--- config.mk ---
export PLATFORM = sky130hd
export DESIGN_NAME = cga_vram_arbiter
export DESIGN_NICKNAME = d
export VERILOG_FILES = /design/src/rtl/cga_vram_arbiter.sv
export SDC_FILE = /design/constraint.sdc
export NUM_CORES = 1
export LEC_CHECK = 0
export BUFFER_PORTS_ARGS = -buffer_cell sky130_fd_sc_hd__buf_4
export CAP_MARGIN = 30
export CORE_MARGIN = 1.5
export CORE_UTILIZATION = 43
export DETAILED_ROUTE_END_ITERATION = 7
export GPL_TIMING_DRIVEN = 0
export PLACE_DENSITY = 0.77
export SLEW_MARGIN = 20
export SYNTH_ARGS = -nofsm -noshare
export SYNTH_HDL_FRONTEND = slang
export SYNTH_SLANG_ARGS = --single-unit
--- constraint.sdc ---
create_clock -name clk -period 2.62 [get_ports clk]
set_input_delay 0.655 -clock clk [delete_from_list [all_inputs] [get_ports clk]]
set_output_delay 0.655 -clock clk [all_outputs]
set_load 0.05 [all_outputs]
--- src/rtl/cga_vram_arbiter.sv ---
// ==== cga_vram_arbiter : pixel-priority sequencer for the shared CGA video SRAM == rev 1.0 ====
`default_nettype none

module cga_vram_arbiter #(
  parameter logic [18:0] ISA_ADDR_MASK = 19'h07FFF,
  parameter bit          USE_WINDOW    = 1'b1
) (
  input  logic        clk,
  input  logic        reset,
  input  logic        pixel_read,
  input  logic [18:0] pixel_addr,
  output logic [7:0]  pixel_data,
  output logic        pixel_valid,
  input  logic        isa_op_enable,
  input  logic        isa_read,
  input  logic        isa_write,
  input  logic [18:0] isa_addr,
  input  logic [7:0]  isa_din,
  output logic [7:0]  isa_dout,
  output logic        isa_rdy,
  output logic [18:0] ram_a,
  output logic        ram_we_l,
  output logic [7:0]  ram_dout,
  output logic        ram_d_oe,
  input  logic [7:0]  ram_d,
  output logic        collision
);

  typedef enum logic [2:0] {
    IDLE      = 3'd0,
    RD        = 3'd1,
    WR_SETUP  = 3'd2,
    WR_STROBE = 3'd3,
    DONE      = 3'd4
  } state_t;

  state_t      state;
  logic        pix_pend;
  logic        req;
  logic        window_ok;
  logic [18:0] isa_addr_m;

  assign req        = isa_read | isa_write;
  assign window_ok  = isa_op_enable | ~USE_WINDOW;
  assign isa_addr_m = isa_addr & ISA_ADDR_MASK;

  always_ff @(posedge clk) begin
    if (reset) begin
      state       <= IDLE;
      pix_pend    <= 1'b0;
      ram_a       <= '0;
      ram_we_l    <= 1'b1;
      ram_d_oe    <= 1'b0;
      ram_dout    <= '0;
      isa_dout    <= '0;
      isa_rdy     <= 1'b1;
      pixel_data  <= '0;
      pixel_valid <= 1'b0;
      collision   <= 1'b0;
    end else begin
      collision   <= 1'b0;
      pix_pend    <= pixel_read;
      pixel_valid <= pix_pend;
      if (pix_pend) begin
        pixel_data <= ram_d;
      end

      case (state)
        IDLE: begin
          // A pending request holds the CPU off even while it waits for the window.
          isa_rdy <= ~req;
          if (!pixel_read && req && window_ok) begin
            ram_a    <= isa_addr_m;
            ram_dout <= isa_din;
            ram_d_oe <= isa_write;
            isa_rdy  <= 1'b0;
            state    <= isa_write ? WR_SETUP : RD;
          end
        end
        RD: begin
          if (!req) begin
            isa_rdy <= 1'b1;
            state   <= IDLE;
          end else if (pixel_read) begin
            collision <= 1'b1;
            state     <= IDLE;
          end else begin
            isa_dout <= ram_d;
            state    <= DONE;
          end
        end
        WR_SETUP: begin
          if (!req) begin
            isa_rdy  <= 1'b1;
            ram_d_oe <= 1'b0;
            state    <= IDLE;
          end else if (pixel_read) begin
            collision <= 1'b1;
            ram_d_oe  <= 1'b0;
            state     <= IDLE;
          end else begin
            ram_we_l <= 1'b0;
            state    <= WR_STROBE;
          end
        end
        WR_STROBE: begin
          // Once the strobe is out the write always completes.
          ram_we_l <= 1'b1;
          ram_d_oe <= 1'b0;
          if (!req) begin
            isa_rdy <= 1'b1;
            state   <= IDLE;
          end else begin
            state <= DONE;
          end
        end
        DONE: begin
          isa_rdy <= 1'b1;
          if (!req) begin
            state <= IDLE;
          end
        end
        default: state <= IDLE;
      endcase

      // Pixel fetch owns the RAM bus; it never lands while the write strobe is low.
      if (pixel_read) begin
        ram_a    <= pixel_addr;
        ram_we_l <= 1'b1;
        ram_d_oe <= 1'b0;
      end
    end
  end

endmodule

`default_nettype wire
==> metrics.csv <==
stage,metric,value,unit
cts,root_buffer,clkbuf_8,
setup_path,worstPathMaxFanout,10,
setup_path,startpoint_type,input pin,
route,drc,0,
pwr,netSwitchingFraction,0.292,
pwr,comb_power_share,0.228,
route,dr.pass1.iters,4,
route,first_iter_violations,147,
setup_path,cp-end-kind,register,
place,dp_slack,0.570,ns
grt,grt_pass1_wl,8.25,mm
cells_and_area,diodes,0,
cts,cts_hold_buf,0,
pwr,pwr_density_cell,647,mW/mm2
setup_path,setup.worst_path.class,in2reg,
setup_path,critPathLaunch,isa_read,
cts,cts_max_level,2,
yosys,synth.area.top_cells,"dfxtp_1 (50%), mux2i_1 (19%), nor2_1 (7.8%), a211oi_1 (6.2%), nand2_1 (1.6%)",
pwr,max-vdd-ir-drop,0.493,mV
cells_and_area,area_growth_syn_to_layout,46.8,%
pwr,p_int,1.40,mW
grt,grt_max_degree,18,
yosys,yosysWarnings,0,
sta,setup_tns,0,ns
route,wl_per_cell,14.0,um
run,drv_cap,0,
pwr,power.leakage,1.44,nW
cts,post_cts_resized,0,
setup_path,required,2.81,ns
grt,overflow,0,
yosys,syn_nets,271,
sta,tightest_slew,0.741,ns
yosys,synth_top_area_frac,0.502,
place,place_hpwl,3.89,mm
route,vias_per_cell,5.05,
sta,finalWorstPathRequiredPeriod,1.74,ns
die,die_h,72.4,um
sta,finClkSkew,0.00758,ns
die,dieArea,0.00525,mm2
sta,fin_crit_sh,0.662,
die,core,0.00469,mm2
sta,rsz0062_at_grt,false,
route,wl_met2,2.63,mm
sta,layout_setup_ws,0.885,ns
sta,drv_slew,0,
setup_path,arrival,1.92,ns
cells_and_area,num-fill-cells,433,
cts,cts_buffers,5,
route,met1_length,2.19,mm
min_path,hp-class,reg2reg,
route,postRouteAntennaNets,0,
yosys,synth_top_cell_by_area,dfxtp_1,
cts,cts.clk_slew.worst_paths,0.10,ns
pwr,power.share.clock,0.334,
cts,insertion_delay,0.31,ns
setup_path,rr_startpoint,state[0],
place,gp_congestion,0.909,
grt,grtUsageTotal,0.200,
yosys,syn-cell-area,0.00207,mm2
route,routed-wl-met3,353,um
run_status,status,finished clean,
yosys,synth_cells,211,
yosys,ys_seq_area_frac,0.502,
pwr,seqPwrFrac,0.438,
pwr,power.switching,0.575,mW
route,drt_wl_total,5.24,mm
route,vias,1894,
cts,cts.sinks,52,
cells_and_area,drive_gt1_frac,0.380,
sta,slew_headroom,0.503,
yosys,ys_types,28,
cts,cts_setup_buffers,0,
cts,cts_tree,yes,
min_path,min_from,ram_a[18],
grt,grt_pass1_vias,1787,
yosys,synth-seq-cells,52,
die,initial_utilization,0.442,
die,io_pins,108,
place,place.port_buffers,102,
die,die_w,72.4,um
cts,max-clock-path-buffers,2,
grt,antenna_found_initial,0,
route,top_layer_used,met4,
cells_and_area,fin_nets,380,
sta,finalHoldViolCount,0,
die,core.rowCount,25,
yosys,syn_area_per_cell,9.83,um2
sta,fmax,576,MHz
sta,setup_violations,0,
## worst paths after layout
path,endpoint,slack (ns),cells after the start
setup reg to reg,ram_dout[3],0.95,5
hold reg to reg,ram_a[18],0.47,2
setup / recovery,ram_dout[3],0.88,7
hold / removal,ram_a[18],0.47,2
## cell families after synthesis
kind of cell	after synthesis	synth area share
AO/OA/AOI/OAI	30	0.0996
buffers and inverters	18	0.0453
flip-flops	52	0.502
multiplexers	40	0.193
AND/OR/NAND/NOR	71	0.160
## registers in the layout (all words and copies together) (netlist names), 3 cells and up
name / count
isa_dout: 8
state: 3
ram_dout: 8
ram_a: 19
pixel_data: 8
## power by group through the flow
stage / clock network [mW] / registers, mW / logic (mW)
floorplan: 0 / 1.03 / 0.135
global placement: 0 / 0.879 / 0.445
detailed placement: 0 / 0.881 / 0.450
CTS: 0.667 / 0.863 / 0.451
global route: 0.704 / 0.869 / 0.476
finish: 0.659 / 0.863 / 0.448
## layer usage
| metal | GRT usage | vias to the layer above |
|---|---|---|
| met1 | 0.238 | 885 |
| met2 | 0.345 | 58 |
| met3 | 0.0722 | 6 |
| met5 | 0 | - |
| li1 | - | 945 |
| met4 | 0.0503 | 0 |
## stage by stage
| stage | cell area [um2] | hold slack (ns) | util | cells | power [mW] |
|---|---|---|---|---|---|
| after floorplan | 2070 | 0.543 | - | 211 | 1.16 |
| after global placement | 2910 | 0.452 | 0.619 | 367 | 1.32 |
| after detailed placement | 2910 | 0.463 | 0.619 | 367 | 1.33 |
| after CTS | 3040 | 0.476 | 0.649 | 375 | 1.98 |
| after global routing | 3040 | 0.505 | 0.649 | 375 | 2.05 |
| final | 3040 | 0.475 | 0.649 | 375 | 1.97 |
## cell usage in the layout, fill, tap and decap left out, drive strengths merged
cell type and count:
buf 114, nand2 9, nor2 43, nand2b 1, mux2i 40, a31o 1
inv 4, o21ai 3, or3 2, a21oi 5, dfxtp 52, a31oi 1
clkinv 1, or3b 1, nand3 5, nor4 1, o211ai 2, nor3 2
bufinv 2, o2111ai 1, nor2b 3, clkbuf 7, a211oi 17, nand4 2
or2 1, and2b 1
## synthesized netlist by cell type (all sizes together)
| master | n |
|---|---|
| dfxtp | 52 |
| nor2 | 43 |
| mux2i | 40 |
| a211oi | 17 |
| buf | 12 |
| nand2 | 9 |
| a21oi | 5 |
| nand3 | 5 |
| inv | 3 |
| nor2b | 3 |
| o21ai | 3 |
| clkbuf | 2 |
| nand4 | 2 |
| nor3 | 2 |
| o211ai | 2 |
| or3 | 2 |
| a31o | 1 |
| a31oi | 1 |
| and2b | 1 |
| clkinv | 1 |
| nand2b | 1 |
| nor4 | 1 |
| o2111ai | 1 |
| or2 | 1 |
| or3b | 1 |
## worst max-delay path, cell delays in order
cell	delay, ns
buf_4	0.11
or2_2	0.28
buf_2	0.17
nand4_1	0.21
buf_4	0.24
mux2i_1	0.21
nor2_1	0.05
## area by class of cell
cell class	count	area (um2)	share of cell area
clock inverters	3	68.8	0.0226
inverters	4	15.0	0.00493
well taps	54	67.6	0.0222
repair buffers	102	766	0.252
plain buffers	14	78.8	0.0259
multi-input cells	141	938	0.308
clock buffers	5	68.8	0.0226
flip-flops and latches	52	1040	0.342
Power figures use the tool's default switching activity.
